$ cat src/rtl/popcount_pkg.sv
// Shared types and constants for the sequential population counter.
//   state_t    : controller states
//   MODE_ONES  : count 1 bits of the captured word
//   MODE_ZEROS : count 0 bits (word is inverted on capture)
package popcount_pkg;

  typedef enum logic [1:0] {
    S_IDLE  = 2'd0,
    S_COUNT = 2'd1,
    S_DONE  = 2'd2
  } state_t;

  localparam logic MODE_ONES  = 1'b0;
  localparam logic MODE_ZEROS = 1'b1;

endpackage

$ cat src/rtl/popcount_datapath.sv
// Shift register and bit counter for popcount_seq.
// Ports:
//   CLOCK_50, reset : clock and asynchronous active-low reset
//   load            : capture data_in (inverted when mode selects zeros)
//   shift           : add A[0] to result and shift A right by one
//   clr             : clear result
//   mode, data_in   : operand, only used on load
//   a_zero          : A holds no more 1 bits
//   result          : running count
module popcount_datapath
  import popcount_pkg::*;
#(
  parameter int unsigned WIDTH = 8,
  parameter int unsigned CNT_W = $clog2(WIDTH + 1)
) (
  input  logic             CLOCK_50,
  input  logic             reset,
  input  logic             load,
  input  logic             shift,
  input  logic             clr,
  input  logic             mode,
  input  logic [WIDTH-1:0] data_in,
  output logic             a_zero,
  output logic [CNT_W-1:0] result
);

  logic [WIDTH-1:0] a;

  // Operand register: capture on load, otherwise drain one bit per shift.
  always_ff @(posedge CLOCK_50 or negedge reset) begin
    if (!reset) begin
      a <= '0;
    end else if (load) begin
      a <= (mode == MODE_ZEROS) ? ~data_in : data_in;
    end else if (shift) begin
      a <= a >> 1;
    end
  end

  // Count register: CNT_W is wide enough that WIDTH increments cannot wrap.
  always_ff @(posedge CLOCK_50 or negedge reset) begin
    if (!reset) begin
      result <= '0;
    end else if (clr) begin
      result <= '0;
    end else if (shift) begin
      result <= result + CNT_W'(a[0]);
    end
  end

  assign a_zero = ~|a;

endmodule

$ cat src/rtl/popcount_seq.sv
// Sequential population counter with start/done handshake.
// Counts 1 bits (mode=0) or 0 bits (mode=1) of data_in, one bit per clock,
// finishing early once the remaining shifted word is all zero.
// Ports:
//   CLOCK_50 : clock
//   reset    : asynchronous active-low reset
//   start    : level request, accepted only when idle
//   mode     : 0 = count ones, 1 = count zeros (sampled with start)
//   data_in  : word to count (sampled with start)
//   busy     : counting in progress
//   done     : result valid, held until start drops
//   result   : count, held until the next accepted start
module popcount_seq
  import popcount_pkg::*;
#(
  parameter int unsigned WIDTH = 8,
  parameter int unsigned CNT_W = $clog2(WIDTH + 1)
) (
  input  logic             CLOCK_50,
  input  logic             reset,
  input  logic             start,
  input  logic             mode,
  input  logic [WIDTH-1:0] data_in,
  output logic             busy,
  output logic             done,
  output logic [CNT_W-1:0] result
);

  state_t state;
  logic   a_zero;
  logic   load_c;
  logic   shift_c;

  // Datapath strobes decoded from the current state.
  assign load_c  = (state == S_IDLE) && start;
  assign shift_c = (state == S_COUNT) && !a_zero;

  // Controller; busy/done are registered alongside the state they decode.
  always_ff @(posedge CLOCK_50 or negedge reset) begin
    if (!reset) begin
      state <= S_IDLE;
      busy  <= 1'b0;
      done  <= 1'b0;
    end else begin
      case (state)
        S_IDLE: begin
          if (start) begin
            state <= S_COUNT;
            busy  <= 1'b1;
            done  <= 1'b0;
          end
        end
        S_COUNT: begin
          if (a_zero) begin
            state <= S_DONE;
            busy  <= 1'b0;
            done  <= 1'b1;
          end
        end
        S_DONE: begin
          // A held start must drop before a new operation is accepted.
          if (!start) begin
            state <= S_IDLE;
            done  <= 1'b0;
          end
        end
        default: begin
          state <= S_IDLE;
          busy  <= 1'b0;
          done  <= 1'b0;
        end
      endcase
    end
  end

  popcount_datapath #(
    .WIDTH (WIDTH),
    .CNT_W (CNT_W)
  ) u_datapath (
    .CLOCK_50 (CLOCK_50),
    .reset    (reset),
    .load     (load_c),
    .shift    (shift_c),
    .clr      (load_c),
    .mode     (mode),
    .data_in  (data_in),
    .a_zero   (a_zero),
    .result   (result)
  );

endmodule

$ cat config.mk
export PLATFORM = sky130hd
export DESIGN_NAME = popcount_seq
export DESIGN_NICKNAME = d
export VERILOG_FILES = /design/src/rtl/popcount_pkg.sv /design/src/rtl/popcount_datapath.sv /design/src/rtl/popcount_seq.sv
export SDC_FILE = /design/constraint.sdc
export NUM_CORES = 1
export LEC_CHECK = 0
export ABC_AREA = 1
export CAP_MARGIN = 20
export CORE_MARGIN = 8
export CORE_UTILIZATION = 27
export DETAILED_ROUTE_END_ITERATION = 12
export HOLD_SLACK_MARGIN = 0.03
export SETUP_SLACK_MARGIN = 0.2
export SKIP_CTS_REPAIR_TIMING = 1
export SLEW_MARGIN = 15
export SYNTH_ARGS = -nofsm -noshare
export SYNTH_HDL_FRONTEND = slang
export SYNTH_SLANG_ARGS = --single-unit
$ cat constraint.sdc
create_clock -name CLOCK_50 -period 1.5 [get_ports CLOCK_50]
set_clock_uncertainty 0.2 [all_clocks]
set_input_delay 0.375 -clock CLOCK_50 [delete_from_list [all_inputs] [get_ports CLOCK_50]]
set_output_delay 0.375 -clock CLOCK_50 [all_outputs]
set_load 0.01 [all_outputs]
; ---- Word-level counts from Yosys, hierarchy flattened
; Index checks and enable logic that the tools add are counted.
[totals]
reg_bits = 16
inputBits = 12
out_inout_bits = 6
wordCells = 36
[op_classes]
eq_ne = 5
muxes = 16
reduce_logical = 7
n_bitwise = 2
n_addsub = 1
[ops]
columns = operator, n
row1 = 8-bit two-way mux, 3
row2 = 4-bit two-way mux, 2
row3 = 8-bit inverter, 1
row4 = 8-bit OR reduction, 1
row5 = 2-bit two-way mux, 3
row6 = 2-bit inequality test (second input constant), 3
row7 = 1-bit one-hot mux with 3 select lines, 2
row8 = 2-bit one-hot mux with 3 select lines, 1
row9 = 3-bit AND reduction, 2
row10 = 1-bit two-way mux, 5
row11 = 4-bit by 1-bit adder with 4-bit output, 1
row12 = 2-bit by 1-bit == test with 1-bit output (second input constant), 1
row13 = 2-bit == test (second input constant), 1
row14 = 1-bit logical AND, 2
row15 = 2-bit zero test, 1
row16 = 2-bit nonzero test, 1
row17 = 1-bit inverter, 1

; ---- Logic depth before layout (Yosys ltp)
; Gate-level depths: netlist of the first run.
[depth]
ltp_word = 4
ltp_mapped = 7

; ---- Modules after synthesis
; A second synthesis of the first run with hierarchy kept.
[hier_totals]
hier_cells = 105
hier_area_um2 = 838.3
[by_module_without_submodules]
columns = module, cells_each, seq_area_each_um2, n_inst, area_per_inst_um2
row1 = popcount_datapath, 89, 300.3, 1, 699.4
row2 = popcount_seq, 16, 75.1, 1, 138.9

; ---- Least setup slack after synthesis of the first run
; Ideal clock, no wire load.
[synth_path]
path_type = register -> register
start = reg u_datapath.result[0]
end = reg u_datapath.result[2]
arrival_ns = 1.077
setup_ns = 0.117
period_less_slack_ns = 1.394
setup_slack_ns = 0.106
path_stages_with_launch = 6
path_buffers = 0
t_required_ns = 1.183
cell_sequence = dfrtp_1 -> ha_1 -> ha_1 -> xor2_1 -> nand3_1 -> nand2_1
[synth_between]
elab_chain_len = 3
[synth_lines]
columns = item, line_no
row1 = start: declaration, popcount_datapath.sv:24  ; output logic [CNT_W-1:0] result
row2 = start signal: assignment, popcount_datapath.sv:47  ; result <= result + CNT_W'(a[0]);
row3 = 4-bit by 1-bit adder with 4-bit output, popcount_datapath.sv:47
row4 = 4-bit two-way mux, popcount_datapath.sv:46  ; end else if (shift) begin
row5 = 4-bit two-way mux, popcount_datapath.sv:44  ; end else if (clr) begin
; Every way passes these cells. The select of a mux whose other input is x is not followed.
; A chain may end at the register's enable or synchronous reset.

; ---- Final worst setup path of the first run
[layout_path]
start = reg u_datapath.a[0]
end = reg u_datapath.result[2]
[layout_between]
elab_chain_len = 3
elab_cells_between_ends = 6
cone_classes = 1 x add/sub / 2 x mux / 3 x reduce/logical
[layout_lines]
columns = item, line_no
row1 = start: declaration, popcount_datapath.sv:27  ; logic [WIDTH-1:0] a;
row2 = start signal: assignment, popcount_datapath.sv:34  ; a <= (mode == MODE_ZEROS) ? ~data_in : data_in;
row3 = start signal: assignment, popcount_datapath.sv:36  ; a <= a >> 1;
row4 = 4-bit by 1-bit adder with 4-bit output or 8-bit OR reduction (tied branches), "popcount_datapath.sv:47, popcount_datapath.sv:51"
row5 = 4-bit two-way mux or 1-bit logical AND (tied branches), "popcount_datapath.sv:46, popcount_seq.sv:36"
row6 = 4-bit two-way mux or 2-bit nonzero test (tied branches), n/a
; Parallel ways exist; a longest one is shown, timed or not. The select of a mux whose other input is x is not followed.

==> flow_summary.yaml, run 1 <==
cts:
  cts_num_sinks: 15
  cts_made_buffers: 3
  cts-htree-levels: 1
  cts-root-buf: "clkbuf_4"
  clkTransAtPathRegs_ns: 0.10
  cts_buffer_depth: 2
  clkLatencyLatePin_ns: 0.29
  cts_tree: "built"
pwr:
  seq_power_share_pct: 26.2
  power_switching_share_pct: 45.45
  power_density_nw_per_um2: 1914
  ir_drop_mv: 0.6542
  clkPwrFrac_pct: 9.6
  internal_power_w: 0.001415
  p_sw_w: 0.001179
  leakagePower_nw: 0.7090
  comb_power_share_pct: 64.2
timing:
  period_share_pct: 95.20
  rsz0062_at_grt: "yes"
  tightest_slew_ns: 0.2508
  maxSlewViolCount: 0
  setup_viol: 0
  clock.fmax_ghz: 0.7003
  relSlewSlack_pct: 83.22
  setup_tns_ns: 0
  hold_viol: 0
  setup_ws_ns: 0.07201
  fin_crit_ns: 1.428
final_layout:
  multiInputGateArea_um2: 536.8
  stdcell_area_um2: 1355
  regArea_um2: 375.4
  layoutNonFillerInstCount: 193
  antenna_cells: 0
  drive_gt1_share_pct: 35.57
  n_fill_cell: 326
  areaGrowthSynthToFinish_pct: 55.16
  final_util_pct: 44.02
  final_nets: 164
routing:
  drtPass1Iterations: 4
  drc: 0
  totalWireLength_um: 2151
  vias: 800
  drtAntennaViolNets: 0
  drt_iter0_drc: 24
  avgViaCountPerCell: 4.145
  routedWlPerCell_um: 11.15
global_routing:
  antenna_found_initial: 0
  gr-usage-all-layers_pct: 7.816
  grt_max_degree: 16
  gr-usage-met2_pct: 13.72
  grt_pass1_wl_um: 3277
  grt_pass1_vias: 774
  grt.overflow.total: 0
  use_met1_pct: 7.962
  grt_busiest_layer: "met2"
  met3_usage_pct: 3.571
worst_setup_path:
  cp-start-kind: "flop"
  crit_fanout: 3
  arrival_ns: 1.42
  end_kind: "flop"
  cp.required_ns: 1.49
  crit_type: "reg2reg"
synthesis:
  synth_nets: 126
  yosysUniqueCellTypes: 19
  ys_async_sr_fraction_pct: 100.0
  synth_area_um2: 873.3
  syn_inst: 112
  yosys_register_bits: 15
  synth_area_per_cell_um2: 7.798
  yosysWarnings: 0
  ys.flop_type: "dfrtp_1"
  synth_edf_count: 0
  ys_seq_area_share_pct: 42.98
floorplan:
  fp.coreArea_um2: 3078
  die_x_um: 72.88
  die_area_um2: 5311
  num_rows: 20
  die_y_um: 72.88
  initial_core_util_pct: 28.37
  io_pins: 18
job:
  max_cap_violations: 0
place:
  place_congestion: 0.8424
  portBuffers: 17
  placed_area_um2: 1194
  dp_hpwl_um: 1558
  dp_cells: 183
  place_ws_ns: -0.2473
worst_hold_path:
  holdCritPathClass: "in2async"
outcome:
  status: "completed"
## per-layer routing
| metal | part of all wire, % | wire (µm) |
|---|---|---|
| met1 | 45 | 963 |
| met5 | 0 | 0 |
| met2 | 49 | 1051 |
| met3 | 5.7 | 122 |
| met4 | 0.65 | 14 |
## path summary, 6_finish.rpt
path | from | endpoint | slack (ns) | depth (start not counted)
max | u_datapath.a[0] | u_datapath.result[2] | 0.07 | 6
min reg2reg | state[0] | busy | 0.29 | 1
max reg2reg | u_datapath.a[0] | u_datapath.result[2] | 0.07 | 6
min | reset | done | 0.19 | 2
min in group CLOCK_50 | start | done | 0.21 | 3
max in group asynchronous | reset | state[0] | 0.74 | 2
## cells by family after synthesis
family / Yosys count / synth area share (%)
and+or+nand+nor: 66 / 32.52
buffers and inverters: 15 / 9.025
DFF: 15 / 42.98
xor gates and xnor gates: 9 / 9.026
AOI/OAI and AO/OA: 5 / 3.582
adders and majority gates: 2 / 2.865
## placed cells by master (no fill, tap or decap)
cell,netlist,final
buf_2,0,1
inv_6,0,1
o21ai_4,0,1
clkbuf_4,0,3
buf_6,2,4
nand3_1,14,10
nand2_1,35,28
a21oi_1,1,1
dfrtp_1,15,15
buf_4,2,15
o21bai_1,1,1
clkbuf_1,0,1
ha_4,0,2
xor2_1,7,7
o21ai_2,1,1
inv_1,8,7
nand2_4,0,1
nand3_4,0,1
nand2_2,0,6
nor2_4,1,4
clkbuf_2,0,3
dlymetal6s2s_1,0,3
inv_2,3,3
o21ai_1,0,1
nor2_2,1,3
nand4_1,1,1
nor2_1,13,9
clkdlybuf4s50_1,0,10
nand3_2,1,4
xnor2_1,2,2
## Yosys cell counts, types with 2 or more instances
library cell  count  share of area, %
inv_2             3               1.3
buf_6             2               2.6
dfrtp_1          15                43
nand2_1          35                15
nand3_1          14               8.0
nor2_1           13               5.6
buf_4             2               1.7
xnor2_1           2               2.0
o21ai_0           2               1.1
xor2_1            7               7.0
ha_1              2               2.9
inv_1             8               3.4
## state kept, by name, summed over array words and instances, names as in the netlist
signal,count
u_datapath.result,4
state,1
done,1
busy,1
u_datapath.a,8
## cell type report
| class | count | share of cell area (%) |
|---|---|---|
| tap | 44 | 4.063 |
| clock buffer | 4 | 1.939 |
| inverter | 11 | 3.416 |
| multi-input combinational | 83 | 39.61 |
| sequential | 15 | 27.70 |
| timing repair buffer | 36 | 23.27 |
## worst max-delay path, cell delays in order, from the launching register on
cell,delay [ns]
dfrtp_1,0.42
buf_6,0.13
ha_4,0.16
ha_4,0.15
xor2_1,0.13
nand3_1,0.09
nand2_1,0.05
## power groups by stage
stage / clock network [W] / registers, W / logic, W
final: 0.000249 / 0.000680 / 0.00166
after global routing: 0.000255 / 0.000697 / 0.00184
after CTS: 0.000241 / 0.000679 / 0.00131
after detailed placement: 0 / 0.000687 / 0.00130
after global placement: 0 / 0.000683 / 0.00128
after floorplan: 0 / 0.000725 / 0.000798
## through the flow
| stage | power [W] | hold WS, ns |
|---|---|---|
| 2_1_floorplan | 0.001523 | -0.1206 |
| 3_3_place_gp | 0.001958 | 0.2634 |
| 3_5_place_dp | 0.001988 | 0.2677 |
| 4_1_cts | 0.002229 | 0.1953 |
| 5_1_grt | 0.002797 | 0.2003 |
| 6_report | 0.002594 | 0.1865 |
Note: power is estimated with default switching activity, not from simulation.
==> run 2, diff against run 1 <==
Settings changed: GPL_ROUTABILITY_DRIVEN set to 0, GPL_TIMING_DRIVEN set to 0.
==> run 2 against run 1 <==
First-iteration DRC count grew 4.2%. Maximum frequency down 2.8%. Register-to-register slack about the same. Sequential power increased by 2%. Wire length fell by 1.5%. Die area stayed put. Highest routed layer unchanged.
==> flow_summary.yaml, run 2 (synthesized netlist as in run 1, its figures left out) <==
cts:
  cts_made_buffers: 3
  cts_num_sinks: 15
  cts_buffer_depth: 2
  clkLatencyLatePin_ns: 0.31
  cts-htree-levels: 1
  cts-root-buf: "clkbuf_4"
  cts_tree: "built"
  clkTransAtPathRegs_ns: 0.11
floorplan:
  io_pins: 18
  die_area_um2: 5311
  die_y_um: 72.88
  initial_core_util_pct: 28.37
  fp.coreArea_um2: 3078
  die_x_um: 72.88
  num_rows: 20
routing:
  vias: 807
  drtAntennaViolNets: 0
  avgViaCountPerCell: 4.203
  drtPass1Iterations: 4
  totalWireLength_um: 2119
  drt_iter0_drc: 25
  routedWlPerCell_um: 11.04
  drc: 0
worst_setup_path:
  end_kind: "output pin"
  crit_family: "flip-flops"
  crit_type: "reg2out"
  reg2reg_depth: 6
  cp_num_cells: 1
  cp.required_ns: 0.92
  cp-start-kind: "flop"
  path_cells: "buf_6"
  arrival_ns: 0.89
  crit_buf_inv: 1
  critPathMaxStageDelay_ns: 0.46
  cp_slowest_cell: "dfrtp_2"
  crit_fanout: 3
pwr:
  internal_power_w: 0.001451
  ir_drop_mv: 0.5430
  power_switching_share_pct: 43.74
  clkPwrFrac_pct: 9.7
  leakagePower_nw: 0.6595
  p_sw_w: 0.001128
  power_density_nw_per_um2: 1926
  comb_power_share_pct: 63.5
  seq_power_share_pct: 26.8
timing:
  rsz0062_at_grt: "yes"
  period_share_pct: 97.98
  maxSlewViolCount: 0
  relSlewSlack_pct: 54.74
  clock.fmax_ghz: 0.6804
  setup_viol: 0
  fin_crit_ns: 1.470
  tightest_slew_ns: 0.6768
  hold_viol: 0
  setup_ws_ns: 0.03033
  whs_ns: 0.2106
global_routing:
  grt_max_degree: 16
  gr-usage-all-layers_pct: 8.130
  grt_pass1_wl_um: 3325
  grt_pass1_vias: 772
  grt.overflow.total: 0
  antenna_found_initial: 0
worst_hold_path:
  holdCritPathClass: "in2reg"
  worst_hold_path.num_cells: 3
final_layout:
  mostFrequentLayoutCell: "nand2_1"
  drive_gt1_share_pct: 31.08
  stdcell_area_um2: 1339
  reg.largest.list: "u_datapath.a x8, u_datapath.result x4"
  final_cell_mix: "nand2_1 (32), nand3_1 (14), dfrtp_1 (14)"
  antenna_cells: 0
  largest_reg_flops: 8
  largest-register: "u_datapath.a"
  final_nets: 163
  areaGrowthSynthToFinish_pct: 53.29
  layoutNonFillerInstCount: 192
place:
  portBuffers: 16
  dp_cells: 172
  placed_area_um2: 1116
  dp_hpwl_um: 1441
  place_ws_ns: -0.2563
job:
  max_cap_violations: 0
outcome:
  status: "completed"
-- run 2: stage by stage --
step	setup TNS (ns)	utilization, %	total power, W
after floorplan	0	-	0.001523
after global placement	-2.191	36.26	0.001855
after detailed placement	-3.131	36.26	0.001893
after CTS	-2.211	37.15	0.002146
after global routing	-0.2648	43.50	0.002820
final	0	43.50	0.002578
-- run 2: power by group through the flow --
| stage | sequential, W | combinational, W | clock [W] |
|---|---|---|---|
| 5_1_grt | 0.000710 | 0.00183 | 0.000278 |
| 3_3_place_gp | 0.000711 | 0.00114 | 0 |
| 2_1_floorplan | 0.000725 | 0.000798 | 0 |
| 4_1_cts | 0.000710 | 0.00118 | 0.000257 |
| 3_5_place_dp | 0.000719 | 0.00117 | 0 |
| 6_report | 0.000691 | 0.00164 | 0.000251 |
-- run 2: final timing paths --
kind,startpoint,endpoint,slack (ns)
min in group asynchronous,reset,u_datapath.result[3],0.27
setup reg to reg,u_datapath.a[0],u_datapath.a[0],0.07
hold reg to reg,state[0],busy,0.27
hold / removal,start,done,0.21
max in group asynchronous,reset,u_datapath.result[1],0.36
setup / recovery,u_datapath.result[1],result[1],0.03
-- run 2: metal layers --
layer	track usage, %	vias to the layer above	share of wire [%]
met2	13.42	18	51
met1	8.845	357	42
met4	4.222	0	2.0
li1	-	427	-
met3	3.022	5	4.6
met5	0	-	0
-- run 2: cell type report --
class / instances / area (µm²)
Buffer: 4 / 45.04
Clock buffer: 3 / 22.52
Clock inverter: 1 / 5.005
Fill cell: 309 / 1739
Inverter: 11 / 46.29
Multi-Input combinational cell: 83 / 498.0
Sequential cell: 15 / 376.6
Tap cell: 44 / 55.05
Timing Repair Buffer: 31 / 290.3
